==> src/rtl/bram_serial_seq_pkg.sv <==
// Shared types and helpers for the serial BRAM sequencer: FSM states, op codes, frame width.
package bram_serial_pkg;

    typedef enum logic [2:0] {
        ST_IDLE,
        ST_ISSUE_W,
        ST_ISSUE_R,
        ST_WAIT,
        ST_SHIFT
    } state_t;

    localparam logic [1:0] OP_NOP  = 2'b00;
    localparam logic [1:0] OP_WR   = 2'b01;
    localparam logic [1:0] OP_RD   = 2'b10;
    localparam logic [1:0] OP_WRRD = 2'b11;

    // A command frame is {op[1:0], addr, data}, MSB first on the serial line.
    function automatic int frame_w(input int addr_w, input int data_w);
        return 2 + addr_w + data_w;
    endfunction

endpackage

==> src/rtl/bram_serial_seq_if.sv <==
// Bundle of the 3-pin serial host side and the BRAM port A side of the sequencer.
// The serial output is called sdo because "do" is a reserved word in SystemVerilog.
interface bram_serial_seq_if #(
    parameter int ADDR_W = 10,
    parameter int DATA_W = 8
) ();

    logic              di;
    logic              stb;
    logic              sdo;
    logic              busy;
    logic              overrun;
    logic              bram_en;
    logic              bram_we;
    logic [ADDR_W-1:0] bram_addr;
    logic [DATA_W-1:0] bram_wdata;
    logic [DATA_W-1:0] bram_rdata;
    logic              bram_wpar;
    logic              bram_rpar;
    logic              par_err;

    modport slave (
        input  di, stb, bram_rdata, bram_rpar,
        output sdo, busy, overrun, bram_en, bram_we, bram_addr, bram_wdata,
               bram_wpar, par_err
    );

    modport master (
        output di, stb, bram_rdata, bram_rpar,
        input  sdo, busy, overrun, bram_en, bram_we, bram_addr, bram_wdata,
               bram_wpar, par_err
    );

endinterface

==> src/rtl/bram_serial_seq_piso.sv <==
// Parallel-load, serial-out shift register: MSB out first, zero fill on shift.
module bram_serial_piso #(
    parameter int DATA_W = 8
) (
    input  logic              clk,
    input  logic              rst,
    input  logic              load,
    input  logic              shift,
    input  logic [DATA_W-1:0] din,
    output logic              msb
);

    logic [DATA_W-1:0] q;

    always_ff @(posedge clk or posedge rst) begin
        if (rst) begin
            q <= '0;
        end else if (load) begin
            q <= din;
        end else if (shift) begin
            q <= q << 1;
        end
    end

    assign msb = q[DATA_W-1];

endmodule

==> src/rtl/bram_serial_seq.sv <==
// Serial-command sequencer driving one BRAM port: shift in {op, addr, data}, strobe, read back serially.
// Optional DIP/DOP parity generation and checking is enabled with `define BRAM_SERIAL_SEQ_PARITY_EN.
module bram_serial_seq
    import bram_serial_pkg::*;
#(
    parameter int ADDR_W   = 10,
    parameter int DATA_W   = 8,
    parameter int READ_LAT = 1
) (
    input  logic                 clk,
    input  logic                 rst,
    bram_serial_seq_if.slave     bus
);

    localparam int FRAME_W = frame_w(ADDR_W, DATA_W);
    localparam int CNT_W   = 6;

    state_t            state;
    logic [FRAME_W-1:0] shr;
    logic [1:0]        cmd_op;
    logic [ADDR_W-1:0] cmd_addr;
    logic [DATA_W-1:0] cmd_data;
    logic [CNT_W-1:0]  cnt;
    logic              bram_en;
    logic              bram_we;
    logic              overrun;
    logic              capture;
    logic              piso_msb;

    logic [1:0]        op_in;
    logic [ADDR_W-1:0] addr_in;
    logic [DATA_W-1:0] data_in;

    assign op_in   = shr[FRAME_W-1 -: 2];
    assign addr_in = shr[DATA_W +: ADDR_W];
    assign data_in = shr[DATA_W-1:0];

    // WAIT reuses cnt as the latency countdown, SHIFT reuses it as the bit index.
    assign capture = (state == ST_WAIT) && (cnt == '0);

    always_ff @(posedge clk or posedge rst) begin
        if (rst) begin
            state    <= ST_IDLE;
            shr      <= '0;
            cmd_op   <= OP_NOP;
            cmd_addr <= '0;
            cmd_data <= '0;
            cnt      <= '0;
            bram_en  <= 1'b0;
            bram_we  <= 1'b0;
            overrun  <= 1'b0;
        end else begin
            shr     <= {shr[FRAME_W-2:0], bus.di};
            bram_en <= 1'b0;
            bram_we <= 1'b0;

            // A strobe in any non-idle cycle, including the last one, is dropped.
            if (bus.stb && (state != ST_IDLE)) begin
                overrun <= 1'b1;
            end

            case (state)
                ST_IDLE: begin
                    if (bus.stb) begin
                        cmd_op   <= op_in;
                        cmd_addr <= addr_in;
                        cmd_data <= data_in;
                        case (op_in)
                            OP_WR, OP_WRRD: begin
                                state   <= ST_ISSUE_W;
                                bram_en <= 1'b1;
                                bram_we <= 1'b1;
                            end
                            OP_RD: begin
                                state   <= ST_ISSUE_R;
                                bram_en <= 1'b1;
                            end
                            default: state <= ST_IDLE;
                        endcase
                    end
                end
                ST_ISSUE_W: begin
                    if (cmd_op == OP_WRRD) begin
                        state   <= ST_ISSUE_R;
                        bram_en <= 1'b1;
                    end else begin
                        state <= ST_IDLE;
                    end
                end
                ST_ISSUE_R: begin
                    cnt   <= CNT_W'(READ_LAT - 1);
                    state <= ST_WAIT;
                end
                ST_WAIT: begin
                    if (cnt == '0) begin
                        state <= ST_SHIFT;
                    end else begin
                        cnt <= cnt - 1'b1;
                    end
                end
                ST_SHIFT: begin
                    if (cnt == CNT_W'(DATA_W - 1)) begin
                        cnt   <= '0;
                        state <= ST_IDLE;
                    end else begin
                        cnt <= cnt + 1'b1;
                    end
                end
                default: state <= ST_IDLE;
            endcase
        end
    end

    bram_serial_piso #(
        .DATA_W (DATA_W)
    ) u_piso (
        .clk   (clk),
        .rst   (rst),
        .load  (capture),
        .shift (state == ST_SHIFT),
        .din   (bus.bram_rdata),
        .msb   (piso_msb)
    );

`ifdef BRAM_SERIAL_SEQ_PARITY_EN
    logic wpar;
    logic par_err;

    always_ff @(posedge clk or posedge rst) begin
        if (rst) begin
            wpar    <= 1'b0;
            par_err <= 1'b0;
        end else begin
            if ((state == ST_IDLE) && bus.stb) begin
                wpar <= ^data_in;
            end
            if (capture && ((^bus.bram_rdata) != bus.bram_rpar)) begin
                par_err <= 1'b1;
            end
        end
    end

    assign bus.bram_wpar = wpar;
    assign bus.par_err   = par_err;
`else
    assign bus.bram_wpar = 1'b0;
    assign bus.par_err   = 1'b0;
`endif

    assign bus.sdo        = piso_msb & (state == ST_SHIFT);
    assign bus.busy       = (state != ST_IDLE);
    assign bus.overrun    = overrun;
    assign bus.bram_en    = bram_en;
    assign bus.bram_we    = bram_we;
    assign bus.bram_addr  = cmd_addr;
    assign bus.bram_wdata = cmd_data;

endmodule

==> src/flat_wrapper.sv <==
// flat-port wrapper written by rule: the top's interface ports become plain ports
module bram_serial_seq_flat import bram_serial_pkg::*;
#(
    parameter int ADDR_W   = 10,
    parameter int DATA_W   = 8,
    parameter int READ_LAT = 1
)
  (clk, rst, bus_di, bus_stb, bus_bram_rdata, bus_bram_rpar, bus_sdo, bus_busy, bus_overrun, bus_bram_en, bus_bram_we, bus_bram_addr, bus_bram_wdata, bus_bram_wpar, bus_par_err);
  bram_serial_seq_if #(.ADDR_W(ADDR_W), .DATA_W(DATA_W)) bus_i ();
  input  logic clk;
  input  logic rst;
  input wire logic [$bits(bus_i.di)-1:0] bus_di;
  input wire logic [$bits(bus_i.stb)-1:0] bus_stb;
  input wire logic [$bits(bus_i.bram_rdata)-1:0] bus_bram_rdata;
  input wire logic [$bits(bus_i.bram_rpar)-1:0] bus_bram_rpar;
  output wire logic [$bits(bus_i.sdo)-1:0] bus_sdo;
  output wire logic [$bits(bus_i.busy)-1:0] bus_busy;
  output wire logic [$bits(bus_i.overrun)-1:0] bus_overrun;
  output wire logic [$bits(bus_i.bram_en)-1:0] bus_bram_en;
  output wire logic [$bits(bus_i.bram_we)-1:0] bus_bram_we;
  output wire logic [$bits(bus_i.bram_addr)-1:0] bus_bram_addr;
  output wire logic [$bits(bus_i.bram_wdata)-1:0] bus_bram_wdata;
  output wire logic [$bits(bus_i.bram_wpar)-1:0] bus_bram_wpar;
  output wire logic [$bits(bus_i.par_err)-1:0] bus_par_err;
  assign bus_i.di = bus_di;
  assign bus_i.stb = bus_stb;
  assign bus_i.bram_rdata = bus_bram_rdata;
  assign bus_i.bram_rpar = bus_bram_rpar;
  assign bus_sdo = bus_i.sdo;
  assign bus_busy = bus_i.busy;
  assign bus_overrun = bus_i.overrun;
  assign bus_bram_en = bus_i.bram_en;
  assign bus_bram_we = bus_i.bram_we;
  assign bus_bram_addr = bus_i.bram_addr;
  assign bus_bram_wdata = bus_i.bram_wdata;
  assign bus_bram_wpar = bus_i.bram_wpar;
  assign bus_par_err = bus_i.par_err;
  bram_serial_seq #(.ADDR_W(ADDR_W), .DATA_W(DATA_W), .READ_LAT(READ_LAT)) u_core (.clk(clk), .rst(rst), .bus(bus_i));
endmodule
==> config.mk <==
export PLATFORM = sky130hd
export DESIGN_NAME = bram_serial_seq_flat
export DESIGN_NICKNAME = d
export VERILOG_FILES = /design/src/rtl/bram_serial_seq_pkg.sv /design/src/rtl/bram_serial_seq_if.sv /design/src/rtl/bram_serial_seq_piso.sv /design/src/rtl/bram_serial_seq.sv /design/src/flat_wrapper.sv
export SDC_FILE = /design/constraint.sdc
export NUM_CORES = 1
export LEC_CHECK = 0
export CAP_MARGIN = 30
export CORE_MARGIN = 10
export CORE_UTILIZATION = 56
export CTS_CLUSTER_DIAMETER = 40
export DETAILED_ROUTE_END_ITERATION = 16
export DONT_BUFFER_PORTS = 1
export MAX_ROUTING_LAYER = met4
export PLACE_DENSITY = 0.75
export SLEW_MARGIN = 20
export SYNTH_ARGS = -nofsm -noshare
export SYNTH_HDL_FRONTEND = slang
export SYNTH_SLANG_ARGS = --single-unit
==> constraint.sdc <==
create_clock -name clk -period 1.6 [get_ports clk]
set_input_delay 0.16 -clock clk [delete_from_list [all_inputs] [get_ports clk]]
set_output_delay 0.16 -clock clk [all_outputs]
set_load 0.01 [all_outputs]
==> reports/metrics.csv, run 1 <==
metric,value,unit
die_w,86.0,um
ys_warn_count,0,
routabilityCongestion,0.875,
max_stage_delay,0.55,ns
grt_pass1_wl,8.04,mm
power.share.switching,0.338,
clockBufferDepth,2,
path_buf_inv,1,
finalSetupViolCount,6,
path_delay_family,simple AND/OR/NAND/NOR gates,
cts_root_buf,clkbuf_8,
cts_tree,yes,
min_period_over_period,1.02,
numPortBuffers,0,
peakVddDrop,0.00119,V
p_int,4.35,mW
wl_per_cell,19.5,um
timing.fmax,610,MHz
antennaDiodeCount,0,
grt_pass1_vias,1666,
yosysSeqAreaShare,0.615,
hold_path_class,input pin to flip-flop,
die_h,86.0,um
final_area,3200,um2
synth_area,2440,um2
critical_path_class,flip-flop to flip-flop,
insertion_delay,0.33,ns
arrival,1.90,ns
reg2reg_to,u_core.cnt[4],
drive_above_1_share,0.371,
avgSynthCellArea,12.8,um2
async_reset_ff_frac,1.00,
postRouteAntennaNets,0,
ctsHtreeMaxLevel,3,
p_switching,2.22,mW
status,"finished, violations left",
p_leak,1.43,nW
grt_util_all_layers,0.141,
via_per_inst,5.77,
worstPathCellList,or3b_1 -> buf_4 -> a31oi_1 -> o32a_1,
yosys-top-cells-area,"dfrtp_1, mux2_2, nand2_1, a31oi_1, ha_1",
gr-total-overflow,0,
wirelength,5.49,mm
clkSinkCount,60,
slew_viol_final,0,
start_util,0.593,
cp-start-kind,flip-flop,
clk_pin_slew_worst_paths,0.06,ns
drt_iter0_drc,86,
synth.top_cell.area_share,0.615,
die_area,7400,um2
pwr-share-clk,0.234,
placed_cell_area,2590,um2
required,1.86,ns
nets,243,
synth_edf_count,0,
fin_setup_tns,-0.113,ns
cp-end-kind,flip-flop,
boundaryPins,38,
core_area,4120,um2
rows,23,
drc,0,
path_max_fanout,11,
syn_inst,191,
grt_max_degree,33,
power_frac_seq,0.392,
dr.pass1.iters,4,
ys.flop_type,dfrtp_1,
combPwrFrac,0.374,
area_growth,31.0,%
violations,negative setup slack,
reg2reg_from,u_core.state[1],
period_minus_slack,1.64,ns
synth_seq_cells,60,
antenna_found_initial,0,
dp_hpwl,3.28,mm
crit_end,u_core.cnt[4],
yosysTopAreaCell,dfrtp_1,
slowest_stage,or3b_1,
cp.depth,4,
skew,0.00597,ns
ys_types,45,
cts_buffers,9,
reg2reg_depth,4,
relSlewSlack,0.602,
dp_slack,-0.0848,ns
stdcell_count,282,
numPlacedInstances,248,
rrSetupSlack,-0.04,ns
rsz0062_at_grt,yes,
drv_cap,0,
tightest_slew,0.595,ns
via_count,1628,
cellPowerDensity,2050,nW/um2
fin_ws,-0.0395,ns
hold_violations,0,
startpoint,u_core.state[1],
-- cell usage in the layout (no fill, tap or decap), drive strengths merged, types with 3 or more instances in the layout --
| cell type | count |
|---|---|
| dfrtp | 60 |
| buf | 25 |
| mux2 | 21 |
| nand2 | 16 |
| clkbuf | 13 |
| dlygate4sd3 | 11 |
| a31oi | 10 |
| nor2 | 9 |
| nand3 | 7 |
| o21ai | 6 |
| a21oi | 5 |
| inv | 5 |
| nor3 | 3 |
| nor3b | 3 |
| ha | 3 |
-- flip-flops by register name, indices dropped and copies added, names as in the netlist --
| register | count |
|---|---|
| u_core.shr | 20 |
| u_core.bus.bram_we | 1 |
| u_core.cnt | 6 |
| u_core.u_piso.q | 8 |
| u_core.bus.bram_wdata | 8 |
| u_core.bus.bram_en | 1 |
| u_core.cmd_op | 2 |
| u_core.bus.bram_addr | 10 |
| u_core.bus.overrun | 1 |
| u_core.state | 3 |
-- power by group through the flow --
stage	Combinational (mW)	Sequential, mW	Clock [mW]
final	2.46	2.58	1.54
after global routing	2.65	2.65	1.64
after CTS	1.97	2.56	1.57
after detailed placement	1.80	2.57	0
after global placement	1.69	2.55	0
after floorplan	1.41	2.40	0
-- worst min-delay path by stage --
stage | from | to | slack [ns] | depth (start not counted)
after global routing | bus_stb | u_core.bus.bram_we | 0.09 | 2
after detailed placement | rst | u_core.bus.bram_addr[4] | 0.13 | 1
after CTS | bus_bram_rdata[2] | u_core.u_piso.q[2] | 0.0002 | 2
after global placement | rst | u_core.bus.bram_addr[4] | 0.12 | 1
final | bus_stb | u_core.bus.bram_we | 0.09 | 2
after floorplan | bus_di | u_core.shr[0] | 0.19 | 0
-- layer usage --
metal  wire length [um]  up-vias  track usage  part of all wire
li1                   -      750            -                 -
met1               2230      811        0.155              0.41
met2               2830       61        0.216              0.52
met3                380        6       0.0596             0.069
met4                 46        0       0.0674            0.0084
met5                  0        -            -                 0
-- cells by family after synthesis --
family	after synthesis	share of synthesized area
other	1	0.00154
muxes	23	0.105
AOI/OAI and AO/OA	34	0.0994
buffers and inverters	18	0.0446
and+or+nand+nor	51	0.115
adders and majority gates	3	0.0154
xor gates and xnor gates	1	0.00359
DFF	60	0.615
-- metrics by stage --
step                      total power, mW  hold WS (ns)  utilization
after floorplan                      3.81         0.191            -
after detailed placement             4.37         0.129        0.630
after global routing                 6.94        0.0907        0.777
after global placement               4.24         0.118        0.630
after CTS                            6.10      0.000209        0.724
final                                6.57        0.0925        0.777
-- cell type report --
type | count | area [um2]
Sequential cell | 60 | 1500
Multi-Input combinational cell | 114 | 1020
Fill cell | 251 | 917
Timing Repair Buffer | 36 | 362
Clock buffer | 13 | 159
Clock inverter | 3 | 68.8
Tap cell | 50 | 62.6
Inverter | 6 | 26.3
-- synthesized netlist by cell type, types with 2 or more instances --
cell type  count
dfrtp_1       60
mux2_2        21
nand2_1       16
a31oi_1        9
nand3_1        7
nor2_1         7
inv_1          6
a21oi_1        5
buf_2          5
o21ai_0        5
buf_4          3
buf_6          3
ha_1           3
nor3_1         3
and3_1         2
and3b_1        2
mux2i_1        2
nand2b_1       2
nand4_1        2
nor3b_2        2
o32a_1         2
-- repair_timing --
action / 4_1_cts / 5_1_grt
cloned: 0 / 1
hold endpoints to repair: 37 / 1
pin swaps: 2 / 4
gates resized for setup: 10 / 44
setup buffers: 2 / 4
hold buffers: 10 / 1
setup endpoints to repair: 6 / 35
Note: power is estimated with default switching activity, not from simulation.
==> run 2, diff against run 1 <==
- CORE_ASPECT_RATIO: not set -> 0.6
- MAX_ROUTING_LAYER: met4 -> not set
==> run 2 against run 1 <==
  * The run still ends with negative setup slack left
  * Via count is 6.1% higher
  * Largest power group unchanged
  * Design area is 3.7% lower
  * Clock skew fell by 0.0016 ns
  * Sequential share of layout area up 1.9 points
  * Hold slack got worse by 0.032 ns
  * Sequential cell count unchanged
  * Combinational power down 4%
  * Clock power decreased by 12%
  * Final cell count rose by 3.5%
  * Non-clock buffer count is the same
==> reports/metrics.csv, run 2 (same netlist as run 1, synthesis figures left out) <==
metric,value,unit,change
reg2reg_from,u_core.cnt[4],,was u_core.state[1]
largest_register,u_core.shr,,unchanged
status,"finished, violations left",,unchanged
final_util,0.739,,was 0.777
area_growth,26.1,%,was 31.0%
antenna_found_initial,0,,unchanged
drc,0,,unchanged
cp-end-kind,flip-flop,,unchanged
die_area,7490,um2,was 7400 um2
cts_root_buf,clkbuf_8,,unchanged
cts_tree,yes,,unchanged
peakVddDrop,0.00112,V,was 0.00119 V
numPortBuffers,0,,unchanged
rows,18,,was 23
rrSetupSlack,-0.08,ns,was -0.04 ns
fillers,244,,was 251
drive_above_1_share,0.362,,was 0.371
antennaDiodeCount,0,,unchanged
nets,243,,unchanged
largest_reg_flops,20,,unchanged
boundaryPins,38,,unchanged
crit_end,u_core.cnt[3],,was u_core.cnt[4]
slew_viol_final,0,,unchanged
postRouteAntennaNets,0,,unchanged
critical_path_class,flip-flop to flip-flop,,unchanged
hold_path_class,input pin to flip-flop,,unchanged
p_leak,1.34,nW,was 1.43 nW
grt_max_degree,41,,was 33
hp-start,bus_stb,,unchanged
dr.pass1.iters,4,,unchanged
skew,0.00434,ns,was 0.00597 ns
grt_pass1_wl,9.32,mm,was 8.04 mm
hold_violations,0,,unchanged
start_util,0.586,,was 0.593
grt_util_all_layers,0.160,,was 0.141
startpoint,u_core.cnt[4],,was u_core.state[1]
multiInputGateArea,935,um2,was 1020 um2
core_area,4170,um2,was 4120 um2
ctsHtreeMaxLevel,3,,unchanged
arrival,1.92,ns,was 1.90 ns
required,1.83,ns,was 1.86 ns
drt_iter0_drc,183,,was 86
path_max_fanout,6,,was 11
routabilityCongestion,0.903,,was 0.875
period_minus_slack,1.68,ns,was 1.64 ns
cts_buffers,9,,unchanged
finalPower,6.28,mW,was 6.57 mW
drv_cap,0,,unchanged
seq_area,1500,um2,about the same
timing.fmax,594,MHz,was 610 MHz
final_common_cell,dfrtp_1,,unchanged
clk_pin_slew_worst_paths,0.07,ns,was 0.06 ns
wirelength,5.89,mm,was 5.49 mm
via_per_inst,5.92,,was 5.77
dp_hpwl,3.41,mm,was 3.28 mm
cellPowerDensity,2040,nW/um2,was 2050 nW/um2
wl_per_cell,20.2,um,was 19.5 um
reg2reg_depth,4,,unchanged
via_count,1728,,was 1628
violations,negative setup slack,,unchanged
reg2reg_to,u_core.cnt[3],,was u_core.cnt[4]
die_h,71.1,um,was 86.0 um
clkSinkCount,60,,unchanged
grt_pass1_vias,1807,,was 1666
finalSetupViolCount,20,,was 6
min_period_over_period,1.05,,was 1.02
insertion_delay,0.35,ns,was 0.33 ns
die_w,105,um,was 86.0 um
fin_ws,-0.0837,ns,was -0.0395 ns
rsz0062_at_grt,yes,,unchanged
clockBufferDepth,2,,unchanged
cp-start-kind,flip-flop,,unchanged
gr-total-overflow,0,,unchanged
layout_common_cells,"dfrtp_1, buf_4, mux2_2, nand2_1, dlygate4sd3_1",,"was dfrtp_1, mux2_4, buf_4, nand2_1"
## run 2: cell types whose count changed in the layout (fill, tap and decap cells not counted), sizes merged
cell	previous run	this run
clkbuf	13	9
clkinv	1	2
inv	5	6
bufinv	2	1
clkinvlp	1	4
## run 2: report_power, final
part / total (mW) / switching (mW) / leakage, nW / internal (mW)
clock: 1.35 / 0.630 / 0.0918 / 0.722
sequential: 2.56 / 0.531 / 0.711 / 2.02
combinational: 2.37 / 1.16 / 0.538 / 1.22
## run 2: what timing repair did
action | CTS | global route
setup buffers | 4 | 4
hold endpoints to repair | 30 | 0
pin swaps | 1 | 4
endpoints found under the setup margin | 27 | 37
gates resized for setup | 13 | 15
cloned | 1 | 0
hold buffers | 11 | 0
## run 2: cell type report
cell class	count	area share
sequential	60	0.488
timing repair buffer	36	0.111
inverter	6	0.00853
clock buffer	9	0.0402
tap	60	0.0244
multi-input combinational	114	0.304
clock inverter	7	0.0244
## run 2: worst min-delay path by stage
stage	end	slack, ns	cells after the start
floorplan	u_core.shr[0]	0.19	0
global placement	u_core.shr[11]	0.07	1
detailed placement	u_core.bus.overrun	0.09	1
CTS	u_core.bus.bram_we	0.03	2
global route	u_core.bus.bram_we	0.07	2
finish	u_core.bus.bram_we	0.06	2
## run 2: per-layer routing
layer	vias to the layer above	global-route usage	wire, um
met3	20	0.0967	670
met4	0	0.0712	178
li1	747	-	-
met1	855	0.179	2270
met2	106	0.242	2760
met5	-	0	0
## run 2: worst max-delay path, stage by stage (launching register included)
cell and delay [ns]:
dfrtp_1 0.48, nor3_1 0.44, a31oi_2 0.20, and3b_1 0.23, a211o_1 0.23
## run 2: per-stage QoR
stage | cells | TNS [ns] | instance area [um2] | worst slack, ns | hold slack [ns]
after floorplan | 192 | -0.0868 | 2460 | -0.00574 | 0.191
after global placement | 256 | -0.0000827 | 2590 | -0.0000827 | 0.0738
after detailed placement | 256 | -0.424 | 2590 | -0.0695 | 0.0863
after CTS | 288 | -0.166 | 2980 | -0.0228 | 0.0338
after global routing | 292 | -1.83 | 3080 | -0.127 | 0.0661
final | 292 | -0.568 | 3080 | -0.0837 | 0.0609
